**src/rtl/serial_sub_pkg.sv**
```systemverilog
// Shared definitions for the bit-serial subtractor.
//   state_t       : controller states (IDLE / SHIFT / DONE)
//   DEFAULT_WIDTH : default operand width
package serial_sub_pkg;

    localparam int unsigned DEFAULT_WIDTH = 8;

    typedef enum logic [1:0] {
        S_IDLE  = 2'd0,
        S_SHIFT = 2'd1,
        S_DONE  = 2'd2
    } state_t;

endpackage

```
**src/rtl/fullsub_dataflow.sv**
```systemverilog
// Combinational one-bit full subtractor: a - b - bin.
//   a, b  : operand bits
//   bin   : borrow in
//   diff  : difference bit
//   bout  : borrow out
module fullsub_dataflow (
    input  logic a,
    input  logic b,
    input  logic bin,
    output logic diff,
    output logic bout
);

    assign diff = a ^ b ^ bin;
    assign bout = (~a & b) | (~(a ^ b) & bin);

endmodule

```
**src/rtl/serial_subtractor.sv**
```systemverilog
// Bit-serial unsigned subtractor: diff = a - b mod 2^WIDTH, LSB first, one bit per clock.
//   clk, rst    : clock, asynchronous active-high reset
//   start       : request, accepted in IDLE or DONE
//   a, b        : minuend / subtrahend, captured on the accepting edge
//   busy        : high while bits are being processed
//   done        : one-cycle pulse, diff/borrow_out valid
//   diff        : result, held until the next completion
//   borrow_out  : final borrow, 1 when a < b
module serial_subtractor
    import serial_sub_pkg::*;
#(
    parameter int unsigned WIDTH = DEFAULT_WIDTH
) (
    input  logic             clk,
    input  logic             rst,
    input  logic             start,
    input  logic [WIDTH-1:0] a,
    input  logic [WIDTH-1:0] b,
    output logic             busy,
    output logic             done,
    output logic [WIDTH-1:0] diff,
    output logic             borrow_out
);

    localparam int unsigned CW = $clog2(WIDTH + 1);
    localparam logic [CW-1:0] LAST_BIT = CW'(WIDTH - 1);

    state_t           state_q, state_d;
    logic [WIDTH-1:0] ra_q, rb_q, res_q;
    logic             bin_q;
    logic [CW-1:0]    cnt_q;

    logic load, shift_en, last;
    logic cell_d, cell_bo;

    fullsub_dataflow u_cell (
        .a    (ra_q[0]),
        .b    (rb_q[0]),
        .bin  (bin_q),
        .diff (cell_d),
        .bout (cell_bo)
    );

    always_comb begin
        state_d  = state_q;
        load     = 1'b0;
        shift_en = 1'b0;
        last     = 1'b0;
        unique case (state_q)
            S_IDLE: begin
                if (start) begin
                    load    = 1'b1;
                    state_d = S_SHIFT;
                end
            end
            S_SHIFT: begin
                shift_en = 1'b1;
                if (cnt_q == LAST_BIT) begin
                    last    = 1'b1;
                    state_d = S_DONE;
                end
            end
            S_DONE: begin
                if (start) begin
                    load    = 1'b1;
                    state_d = S_SHIFT;
                end else begin
                    state_d = S_IDLE;
                end
            end
            default: state_d = S_IDLE;
        endcase
    end

    always_ff @(posedge clk or posedge rst) begin
        if (rst) begin
            state_q <= S_IDLE;
            busy    <= 1'b0;
            done    <= 1'b0;
        end else begin
            state_q <= state_d;
            // Flags follow the next state so they line up with state_q without extra decode.
            busy    <= (state_d == S_SHIFT);
            done    <= (state_d == S_DONE);
        end
    end

    always_ff @(posedge clk or posedge rst) begin
        if (rst) begin
            ra_q       <= '0;
            rb_q       <= '0;
            res_q      <= '0;
            bin_q      <= 1'b0;
            cnt_q      <= '0;
            diff       <= '0;
            borrow_out <= 1'b0;
        end else if (load) begin
            ra_q  <= a;
            rb_q  <= b;
            res_q <= '0;
            bin_q <= 1'b0;
            cnt_q <= '0;
        end else if (shift_en) begin
            ra_q  <= ra_q >> 1;
            rb_q  <= rb_q >> 1;
            res_q <= {cell_d, res_q[WIDTH-1:1]};
            bin_q <= cell_bo;
            cnt_q <= cnt_q + 1'b1;
            if (last) begin
                diff       <= {cell_d, res_q[WIDTH-1:1]};
                borrow_out <= cell_bo;
            end
        end
    end

endmodule

```
**config.mk**
```make
export PLATFORM = sky130hd
export DESIGN_NAME = serial_subtractor
export DESIGN_NICKNAME = d
export VERILOG_FILES = /design/src/rtl/serial_sub_pkg.sv /design/src/rtl/fullsub_dataflow.sv /design/src/rtl/serial_subtractor.sv
export SDC_FILE = /design/constraint.sdc
export NUM_CORES = 1
export LEC_CHECK = 0
export ABC_AREA = 1
export CORE_MARGIN = 5
export CORE_UTILIZATION = 47
export DETAILED_ROUTE_END_ITERATION = 12
export GPL_TIMING_DRIVEN = 1
export PLACE_DENSITY_LB_ADDON = 0.08
export SLEW_MARGIN = 5
export SYNTH_ARGS = -nofsm -noshare
export SYNTH_HDL_FRONTEND = slang
export SYNTH_SLANG_ARGS = --single-unit
export TNS_END_PERCENT = 10
```
**constraint.sdc**
```tcl
create_clock -name clk -period 1.4 [get_ports clk]
set_input_delay 0.35 -clock clk [delete_from_list [all_inputs] [get_ports clk]]
set_output_delay 0.35 -clock clk [all_outputs]
set_load 0.1 [all_outputs]
```
==> flow_metrics.tcl <==
set metrics [dict create \
    syn_nets 230 \
    clock_power_share_pct 13.3 \
    drive_gt1_share_pct 15.8 \
    tritoncts.num_buffers 5 \
    yosysWarnings 0 \
    area_delta_synth_final_pct 32.8 \
    whs_ps 415 \
    status "complete, no violations" \
    relSlewSlack_pct 78.3 \
    cp.depth 1 \
    postSynthAreaPerCell_um2 8.61 \
    worst_slew_pin_slew_ps 325 \
    crit_end "diff[4]" \
    clk_latency_ps 290 \
    path_class "register to primary output" \
    grt_pass1_wl_mm 5.87 \
    yosysUniqueCellTypes 19 \
    setup_violations 0 \
    cts_setup_buffers 0 \
    p_per_area_nw_per_um2 2620 \
    fin_ws_ps 167 \
    p_leak_nw 1.27 \
    die_area_um2 5170 \
    muxShareOfSynthArea_pct 0 \
    end_kind "primary output" \
    first_iter_violations 49 \
    cts.clk_slew.worst_paths_ps 70 \
    dp_hpwl_mm 2.31 \
    netlist_area_um2 1800 \
    grt_max_degree 42 \
    initial_utilization_pct 48.8 \
    nNetsFinal 267 \
    worstSetupStartpointType "register" \
    drt_pass1_iterations 4 \
    synth_top_family_by_area "simple AND/OR/NAND/NOR gates" \
    skew_ps 4.19 \
    io_buffers 29 \
    rr_worst_depth 6 \
    cap_violations 0 \
    cts_buffer_depth 2 \
    ant_nets 0 \
    p_switching_mw 2.86 \
    routed_via_density 4.62 \
    synth_seq_cells 41 \
    synth-xor-area-share_pct 0 \
    regToRegSetupSlack_ps 180 \
    clkSinkCount 41 \
    place_ws_ps -94.5 \
    synth_fa_ha_area_share_pct 1.81 \
    path_cells "buf_12" \
    place_congestion 0.787 \
    yosys.area_share.simple_pct 23.4 \
    crit_required_ps 1050 \
    peakVddDrop_uv 1180 \
    synth_compound_area_share_pct 6.68 \
    layout_common_cells "nand2_1 (94), dfrtp_1 (41), inv_1 (29), clkdlybuf4s50_1 (18), buf_12 (13)" \
    layout_commonest_cell "nand2_1" \
    crit_arrival_ps 880 \
    core_um2 3690 \
    r2r-end "diff[5]$_DFFE_PP0P_" \
    chipWidth_um 71.9 \
    seqPwrFrac_pct 32.9 \
    internal-power_mw 3.38 \
    crit_slowest_cell "dfrtp_1" \
    startpoint "diff[4]$_DFFE_PP0P_" \
    rsz0062_at_grt "false" \
    antenna_found_initial 0 \
    max_stage_delay_ps 410 \
    finalNonFillerCells 295 \
    wl_mm 3.20 \
    grt-ovfl-total 0 \
    dp_cells 286 \
    period_share_pct 88.1 \
    gr-usage-all-layers_pct 14.6 \
    rows 22 \
    antenna_cells 0 \
    synth_top_area_share_pct 57.0 \
    root_buffer "clkbuf_8" \
    io_pins 30 \
    path_max_fanout 2 \
    hold_buffers 0 \
    reg2reg_from "cnt_q[0]$_DFFE_PP0P_" \
    synth_area_leaders "dfrtp_1 (57%), nand2_1 (20%), inv_1 (6.1%), buf_6 (2.5%), o22ai_1 (2.4%)" \
    timing.fmax_ghz 0.811 \
    switching_share_pct 45.8 \
    period_needed_ps 1230 \
    remaining_drc_errors 0 \
    cts_tree "built" \
    combPwrFrac_pct 53.9 \
    num_vias 1362 \
    ys_seq_area_share_pct 57.0 \
    hp-class "input pin to async pin" \
    wl_per_cell_um 10.9 \
    synth_top_cell_by_area "dfrtp_1" \
    total_power_mw 6.25 \
    h-tree-depth 2 \
    crit_buf_inv 1 \
    cp_top_family "flip-flops" \
    report.final.hold_viol_count 0 \
    dieHeight_um 71.9 \
    syn_inst 209 \
    slew_viol_final 0 \
    grt_pass1_vias 1425 \
]
[sequential cells by signal (all words and copies together), names as in the netlist]
name        cells
diff            8
ra_q            8
rb_q            8
res_q           7
cnt_q           4
state_q         2
bin_q           1
borrow_out      1
busy            1
done            1
[metal layers]
layer / vias to the layer above / wire length [µm] / track usage (%)
met5: - / 0 / 0
met2: 30 / 1580 / 25.0
li1: 695 / - / -
met3: 5 / 194 / 5.47
met1: 632 / 1380 / 16.6
met4: 0 / 48 / 5.01
[stage by stage]
stage | TNS [ps] | instance area [µm²] | util (%)
2_1_floorplan | 0 | 1800 | -
3_3_place_gp | -992 | 2260 | 61.4
3_5_place_dp | -1510 | 2260 | 61.4
4_1_cts | 0 | 2360 | 64.1
5_1_grt | 0 | 2390 | 64.8
6_report | 0 | 2390 | 64.8
[power groups by stage]
stage                     Combinational [mW]  Clock, mW  Sequential (mW)
final                                   3.36      0.828             2.05
after global routing                    3.68      0.911             2.12
after CTS                               3.36      0.863             2.05
after detailed placement                3.36          0             2.07
after global placement                  3.27          0             2.06
after floorplan                         1.41          0             2.96
[what timing repair did]
| item | in CTS | in global routing |
|---|---|---|
| hold endpoints to repair | 0 | 0 |
| setup endpoints to repair | 0 | 12 |
| resized for setup | 0 | 4 |
[kinds of logic after synthesis]
group,count (synthesis)
AO/OA/AOI/OAI,20
flip-flops,41
buffers and inverters,40
AND/OR/NAND/NOR,106
adder cells (fa/ha/maj),2
[Yosys cell counts]
master,count
o22ai_1,7
dfrtp_1,41
inv_2,3
o21ai_2,3
inv_4,1
nor2_1,6
nand2_1,94
o21ai_1,8
nand2_2,2
inv_1,29
nand3_1,2
nand2_4,2
o21ai_0,1
ha_1,1
buf_4,2
clkbuf_8,1
fa_1,1
a21oi_1,1
buf_6,4
[layout make-up]
type | count | area [µm²]
clock buffer | 7 | 96.3
timing repair buffer | 36 | 478
tap | 48 | 60.1
fill | 330 | 1300
multi-input combinational | 129 | 597
inverter | 33 | 126
clock inverter | 1 | 5.00
sequential | 41 | 1030
[worst min path at each step]
stage	endpoint	slack [ps]	cells past startpoint
final	done$_DFF_PP0_	410	3
after detailed placement	rb_q[7]$_DFFE_PP0P_	460	2
after global routing	done$_DFF_PP0_	460	3
after floorplan	ra_q[7]$_DFFE_PP0P_	440	2
after CTS	rb_q[0]$_DFFE_PP0P_	410	3
after global placement	rb_q[7]$_DFFE_PP0P_	460	2
No activity file was read; power rests on OpenSTA's default activity.
